### src/rtl/ahb_lite_sram_slave.sv
// AHB-Lite slave backed by a zero-initialised word memory with little-endian byte lanes,
// programmable wait states and the two-cycle ERROR response for misaligned/out-of-range accesses.
module ahb_lite_sram_slave #(
   parameter int MEM_WORDS   = 16,
   parameter int WAIT_STATES = 0
) (
   input  logic        HCLK,
   input  logic        HRESET,
   input  logic        HSEL,
   input  logic [31:0] HADDR,
   input  logic [1:0]  HTRANS,
   input  logic        HWRITE,
   input  logic [2:0]  HSIZE,
   input  logic [31:0] HWDATA,
   input  logic        HREADY,
   output logic        HREADYOUT,
   output logic        HRESP,
   output logic [31:0] HRDATA
);

   localparam int AW = $clog2(MEM_WORDS);
   localparam logic [2:0] WS_LOAD = (WAIT_STATES > 0) ? 3'(WAIT_STATES - 1) : 3'd0;

   typedef enum logic [1:0] {
      S_IDLE,
      S_WAIT,
      S_ERR1,
      S_ERR2
   } state_t;

   state_t        r_state;
   state_t        w_state_next;
   logic [2:0]    r_cnt;
   logic [2:0]    w_cnt_next;
   logic          r_pend;
   logic          w_pend_next;
   logic          w_load;
   logic [AW-1:0] r_idx;
   logic [1:0]    r_lane;
   logic [1:0]    r_size;
   logic          r_write;
   logic [31:0]   r_mem [MEM_WORDS];

   logic          w_accept;
   logic          w_err;
   logic          w_complete;
   logic [3:0]    w_be;
   logic [31:0]   w_cur;
   logic [31:0]   w_merged;
   logic          w_unused;

   assign w_unused   = &{1'b0, HTRANS[0]};
   assign w_accept   = HSEL & HTRANS[1] & HREADY;
   assign w_err      = (HSIZE > 3'b010)
                     | ((HSIZE == 3'b001) & HADDR[0])
                     | ((HSIZE == 3'b010) & (HADDR[1:0] != 2'b00))
                     | (HADDR[31:AW+2] != '0);
   // A good transfer's data phase completes in the first IDLE cycle after it was accepted.
   assign w_complete = (r_state == S_IDLE) & r_pend;
   assign w_cur      = r_mem[r_idx];
   assign HRDATA     = (w_complete & ~r_write) ? w_cur : 32'd0;

   always_comb begin
      w_be = 4'b1111;
      case (r_size)
         2'b00:   w_be = 4'b0001 << r_lane;
         2'b01:   w_be = r_lane[1] ? 4'b1100 : 4'b0011;
         default: w_be = 4'b1111;
      endcase
   end

   generate
      for (genvar gi = 0; gi < 4; gi++) begin : g_lane
         assign w_merged[8*gi +: 8] = w_be[gi] ? HWDATA[8*gi +: 8] : w_cur[8*gi +: 8];
      end
   endgenerate

   always_comb begin
      w_state_next = r_state;
      w_cnt_next   = r_cnt;
      w_pend_next  = r_pend;
      w_load       = 1'b0;
      HREADYOUT    = 1'b1;
      HRESP        = 1'b0;
      case (r_state)
         S_IDLE: begin
            w_pend_next = 1'b0;
         end
         S_WAIT: begin
            HREADYOUT = 1'b0;
            if (r_cnt == 3'd0) begin
               w_state_next = S_IDLE;
            end else begin
               w_cnt_next = r_cnt - 3'd1;
            end
         end
         S_ERR1: begin
            HREADYOUT    = 1'b0;
            HRESP        = 1'b1;
            w_state_next = S_ERR2;
         end
         S_ERR2: begin
            HRESP        = 1'b1;
            w_pend_next  = 1'b0;
            w_state_next = S_IDLE;
         end
         default: begin
            w_state_next = S_IDLE;
         end
      endcase
      // New address phases are only taken in cycles that drive HREADYOUT high.
      if (((r_state == S_IDLE) || (r_state == S_ERR2)) && w_accept) begin
         if (w_err) begin
            w_state_next = S_ERR1;
            w_pend_next  = 1'b0;
         end else begin
            w_load      = 1'b1;
            w_pend_next = 1'b1;
            if (WAIT_STATES > 0) begin
               w_state_next = S_WAIT;
               w_cnt_next   = WS_LOAD;
            end else begin
               w_state_next = S_IDLE;
            end
         end
      end
   end

   always_ff @(posedge HCLK) begin
      if (HRESET) begin
         r_state <= S_IDLE;
         r_cnt   <= 3'd0;
         r_pend  <= 1'b0;
         r_idx   <= '0;
         r_lane  <= 2'b00;
         r_size  <= 2'b00;
         r_write <= 1'b0;
         for (int i = 0; i < MEM_WORDS; i++) begin
            r_mem[i] <= 32'd0;
         end
      end else begin
         r_state <= w_state_next;
         r_cnt   <= w_cnt_next;
         r_pend  <= w_pend_next;
         if (w_load) begin
            r_idx   <= HADDR[AW+1:2];
            r_lane  <= HADDR[1:0];
            r_size  <= HSIZE[1:0];
            r_write <= HWRITE;
         end
         if (w_complete & r_write) begin
            r_mem[r_idx] <= w_merged;
         end
      end
   end

endmodule

### config.mk
export PLATFORM = sky130hd
export DESIGN_NAME = ahb_lite_sram_slave
export DESIGN_NICKNAME = d
export VERILOG_FILES = /design/src/rtl/ahb_lite_sram_slave.sv
export SDC_FILE = /design/constraint.sdc
export NUM_CORES = 1
export LEC_CHECK = 0
export CAP_MARGIN = 25
export CORE_AREA = 2 2 263 265
export CTS_BUF_LIST = sky130_fd_sc_hd__clkbuf_8
export DETAILED_ROUTE_END_ITERATION = 8
export DIE_AREA = 0 0 265 267
export GPL_ROUTABILITY_DRIVEN = 1
export RECOVER_POWER = 25
export SYNTH_ARGS = -nofsm -noshare
export SYNTH_HDL_FRONTEND = slang
export SYNTH_SLANG_ARGS = --single-unit
### constraint.sdc
create_clock -name HCLK -period 3.5 [get_ports HCLK]
set_input_delay 0.7 -clock HCLK [delete_from_list [all_inputs] [get_ports HCLK]]
set_output_delay 0.7 -clock HCLK [all_outputs]
set_load 0.01 [all_outputs]
# Word-level counts from Yosys, hierarchy flattened

Memories as Yosys holds them, arrays and structs flattened. A register that Yosys moved wholly into a read port is not among the register bits.
Cells that the tools add are included.

Register bits after elaboration: 15
RAM bits: 512
Bits of input ports: 74
Output and inout port bits: 34
Logic and storage cells: 72
Memories: 1

Memory list:

| memory | depth | bits a word | rd ports | clocked after Yosys merged registers in | write ports | RTL line | text |
|---|---|---|---|---|---|---|---|
| r_mem  | 16    | 32          | 1        | 1                                       | 16          | 42       | `logic [31:0] r_mem [MEM_WORDS];` |

Add/sub/neg operators: 1
Order comparisons: 1
Equal/unequal tests: 7
Shift-type cells: 1
Multiplexer cells: 27
Bitwise gates (word level): 12
Reductions and logical operators: 15

Operators with widths:

| cell                                                | count |
|---|---|
| two-way mux 32 bit                                  | 2 |
| two-way mux 8 bit                                   | 4 |
| OR reduction 32 bit                                 | 1 |
| nonzero test 26 bit                                 | 1 |
| two-way mux 4 bit                                   | 4 |
| two-way mux 1 bit                                   | 12 |
| one-hot mux 4 bit (2 select lines)                  | 1 |
| AND 1 bit                                           | 7 |
| two-way mux 2 bit                                   | 3 |
| one-hot mux 2 bit (3 select lines)                  | 1 |
| OR reduction 2 bit                                  | 3 |
| == test 2 x 1 -> 1 bit (second input constant)      | 2 |
| == test 2 bit (second input constant)               | 2 |
| zero test 2 bit                                     | 2 |
| AND reduction 2 bit                                 | 2 |
| nonzero test 2 bit                                  | 2 |
| nonzero test 4 bit                                  | 1 |
| left shift 1 x 2 -> 4 bit (first input constant)    | 1 |
| == test 3 x 1 -> 1 bit (second input constant)      | 1 |
| == test 3 x 2 -> 1 bit (second input constant)      | 1 |
| > comparator 3 x 2 -> 1 bit (second input constant) | 1 |
| zero test 3 bit                                     | 1 |
| inequality test 3 bit (second input constant)       | 1 |
| bitwise OR 1 bit                                    | 3 |
| 4 further kinds                                     | 5 |

# Depth between registers and ports, before layout

Depth in word-level cells: 9
Mapped depth: 9
Mapped depth without buffers: 6

# Worst setup path before layout

OpenSTA, ideal clock, no wires.

Kind: input port to flip-flop
Start point: input port HRESET
End point: memory r_mem[7][0], enable pin
Setup time: 394 ps
Arrival: 2250 ps
Setup slack: 856 ps
Stages on the path: 5
Path buffers: 1
Cell sequence: clkbuf_1 > nand4b_1 > nor2_1 > nand3_1 > nand2b_1

RTL lines:

| what        | RTL line | text |
|---|---|---|
| from (decl) | 8        | `input logic HRESET,` |
| to (decl)   | 42       |  |

==> impl_summary.txt <==
----------------------------------------------------
[Status]
  Outcome ... complete, but fails checks
  Failing checks ... max-capacitance violations, max-slew violations, negative setup slack

[Worst setup path]
  Critical path launch point type ... register
  CP max-delay cell ... sky130_fd_sc_hd__mux4_2
  Data required time at the worst endpoint ... 2800 ps
  Max incr delay on CP ... roughly 500 ps
  Number of cells traversed by the worst register-to-register path ... 7
  Most common cell on crit path ... sky130_fd_sc_hd__buf_12
  Cells along the critical path ... buf_12, buf_16, buf_12, mux4_2, mux2_4, a22oi_2, nor2_1, buf_2
  Largest fanout of any net on the critical path ... 8
  Category of the worst setup path capture point ... output port
  Worst Path Arrival ... roughly 2800 ps
  End of the worst register-to-register path ... r_mem[10][26]
  Setup slack of the most critical reg-to-reg path ... 460 ps
  Kind of critical path ... register to output port
  Origin of the critical flop-to-flop path ... r_state[1]

[Power and ir drop]
  Final Power ... 13.4 mW
  Power share of the sequential group ... 0.550
  Proportion of power drawn by the clock network ... 0.380
  Power per unit of standard cell area ... a little over 400 nW/µm²
  Static leakage power ... 10.2 nW
  Fraction of power spent switching nets ... 0.236
  Maximum vdd drop ... between 0.2 and 0.25 mV
  Combinational power share ... 0.070
  Switch Pwr ... around 3.2 mW
  Internal power component ... a little over 10 mW

[Place]
  DP Worst Slack ... 164 ps
  Dpl cell area ... 29,900 µm²
  Port buffer count ... 106
  HPWL after detailed placement ... 47,500 µm
  Placed cells ... 2,790
  Gpl congestion ... between 0.8 and 0.9

[Clocking]
  Clock-pin transition on the worst setup and hold timing paths ... 60 ps
  Post-cts hold buffer count ... 0
  CTS Buf Count ... 90
  CTS tree ... yes
  Sink count of the clock tree ... 531
  CTS H-Tree Depth ... 3
  Root Buffer ... sky130_fd_sc_hd__clkbuf_8
  Clock insertion delay at the later pin of the skew report ... 690 ps
  Clock Path Buffers ... 3

[Floorplan]
  Num ports ... ~110
  Effective utilization at floorplan ... 0.395
  Floorplan core area ... 68,000 µm²
  Die outline width ... 265 µm
  Overall die height ... 267 µm
  Cell row count ... 96
  Die area ... 70,800 µm²

[Timing]
  Worst slew margin ... -0.0333
  Final Hold Violating Endpoints ... 0
  Final count of pins violating max slew ... 15
  Fin Clk Skew ... 30.2 ps
  Upper clock frequency limit ... 0.283 GHz
  Worst Max-Slew Pin Slew ... 1550 ps
  Clock period minus final worst setup slack ... 3540 ps
  Number of failing setup endpoints in the final timing report ... 1
  Worst-case setup margin in the final layout ... -37.4 ps
  Final clock period utilization by the worst path ... 1.01
  Unrepaired setup endpoints after global routing ... true

[Route]
  TritonRoute pass-1 iters ... 8
  Via density per instance ... 5.88
  Residual antenna-violating net count after detailed routing ... 0
  Total number of vias ... around 18,000
  Post-detailed-routing wire length ... roughly 81,000 µm
  Routed wire per std cell ... 26.9 µm
  Detailed Route Iter0 Violations ... roughly 1,600
  DRC ... 0

[Logic synthesis]
  FFs w/ async S/R, synth ... 0
  Flop and latch count out of synthesis ... 531
  Top post-synthesis cells by count ... sky130_fd_sc_hd__edfxtp_1 (512), sky130_fd_sc_hd__nor3_2 (320), sky130_fd_sc_hd__nor3_1 (195), sky130_fd_sc_hd__mux2i_1 (129), sky130_fd_sc_hd__clkbuf_1 (101)
  Synthesized netlist net count ... 1,866
  Synth Instances ... ~1,800
  Area share of the largest cell type after synthesis ... 0.572
  Largest cells by area after synthesis ... sky130_fd_sc_hd__edfxtp_1 (57%), sky130_fd_sc_hd__nor3_2 (12%), sky130_fd_sc_hd__mux4_2 (5.4%)
  Register area share after synthesis ... 0.586
  Number of enable-type register cells in the synthesized netlist ... 512
  Post-synthesis cell type count ... 47
  Most frequently used cell type in the post-synthesis netlist ... sky130_fd_sc_hd__edfxtp_1
  Cell accounting for the most synthesized area ... sky130_fd_sc_hd__edfxtp_1
  Area of the mapped netlist ... 26,900 µm²
  Most frequently used flop master after synthesis ... sky130_fd_sc_hd__edfxtp_1
  Avg Inst Size Synth ... 15.1 µm²
  YS warnings ... 0

[Global route]
  Remaining global-route overflow ... 0
  Number of global-route vias before repair ... 18,400
  Initial antenna violation count ... 0
  Overall global routing resource usage ... 0.231
  Pin count of the biggest net entering global routing ... 57
  Wire length of the first global-routing pass ... 120,000 µm

[Layout]
  Layout Nets ... 2,154
  Relative area change from synthesis to final layout ... 19.9%
  Final core utilization ... 0.474
  Finished layout cell area ... roughly 32,000 µm²
  Non-filler cells in the finished layout ... 3,014
  Proportion of layout cells with a drive suffix above 1 ... 0.428
  Antenna fix cells ... 0

[Hold path]
  Min-delay src ... r_idx[2]
  Cells on Worst Hold Path ... 2
  Hold crit path type ... register to register

[Run]
  Number of max-capacitance violations reported ... 1

----------------------------------------------------
## placed cells by master, fill, tap and decap left out, types with 27 or more instances in the layout
cell type,synthesis,routed
sky130_fd_sc_hd__mux4_2,64,64
sky130_fd_sc_hd__nor3_2,320,320
sky130_fd_sc_hd__nor2_1,76,72
sky130_fd_sc_hd__clkbuf_8,0,96
sky130_fd_sc_hd__a21oi_1,50,47
sky130_fd_sc_hd__buf_4,4,205
sky130_fd_sc_hd__a221oi_4,32,32
sky130_fd_sc_hd__edfxtp_1,512,512
sky130_fd_sc_hd__mux2i_1,129,129
sky130_fd_sc_hd__a22oi_2,0,27
sky130_fd_sc_hd__mux2_4,30,31
sky130_fd_sc_hd__clkdlybuf4s50_1,0,74
sky130_fd_sc_hd__inv_1,8,42
sky130_fd_sc_hd__a222oi_1,32,32
sky130_fd_sc_hd__nor3_1,195,195
sky130_fd_sc_hd__buf_12,0,32
## flip-flops by register name, summed over array words and instances, names as in the netlist, named ones only
name and cells:
r_write 1, r_mem 512, r_pend 1, r_lane 2
r_cnt 3, r_idx 4, r_size 2, r_state 2
## area by class of cell
class	count	area, µm²
Clock buffer	96	1320
Tap cell	882	1100
Fill cell	5973	35800
Clock inverter	55	245
Timing Repair Buffer	376	3450
Inverter	9	38.8
Multi-Input combinational cell	1065	10300
Sequential cell	531	15800
## critical path: cells and delay by family (launching register included)
kind	cells	cell delay (ps)
muxes	2	810
buffers and inverters	4	530
DFF	1	470
AOI/OAI and AO/OA	1	250
and+or+nand+nor	1	80
## metrics by stage
step / TNS, ps / hold WS [ps]
final: -37.4 / 509
after global routing: -814 / 543
after CTS: -755 / 508
after detailed placement: 0 / 497
after global placement: 0 / 489
after floorplan: 0 / 470
## routing by layer
layer | GRT usage | part of all wire | vias up
li1 | - | - | 7668
met1 | 0.302 | 0.41 | 9125
met2 | 0.384 | 0.48 | 739
met3 | 0.0435 | 0.070 | 200
met4 | 0.0809 | 0.035 | 0
met5 | 0 | 0 | -
## power groups by stage
stage / sequential, mW / combinational (mW) / clock (mW)
2_1_floorplan: 7.45 / 0.513 / 0
3_3_place_gp: 7.46 / 0.891 / 0
3_5_place_dp: 7.48 / 0.911 / 0
4_1_cts: 7.35 / 0.944 / 5.17
5_1_grt: 7.38 / 0.999 / 5.44
6_report: 7.35 / 0.937 / 5.09
## worst max-delay path by stage
stage,slack (ps),from,end
2_1_floorplan,860,HRESET,r_mem[7][0]
3_3_place_gp,180,register,HRDATA[1]
3_5_place_dp,160,register,HRDATA[1]
4_1_cts,-180,register,HRDATA[30]
5_1_grt,-120,register,HRDATA[21]
6_report,-40,register,HRDATA[21]
## cell families (layout without fill, tap and decap cells)
logic type               Yosys count  in the layout  share of synthesized area
buffers and inverters            189            536                     0.0408
adder cells (fa/ha/maj)            7              7                    0.00326
AO/OA/AOI/OAI                    166            166                     0.0674
multiplexers                     225            225                      0.119
AND/OR/NAND/NOR                  666            666                      0.183
flip-flops                       531            531                      0.586
XOR/XNOR                           1              1                   0.000326
## timing repair
item / 4_1_cts / 5_1_grt
gates cloned: 3 / 0
pin swaps: 32 / 19
endpoints found under the setup margin: 32 / 29
setup buffers: 64 / 9
resized for setup: 159 / 23
hold endpoints to repair: 0 / 0
No activity file was read; power rests on OpenSTA's default activity.
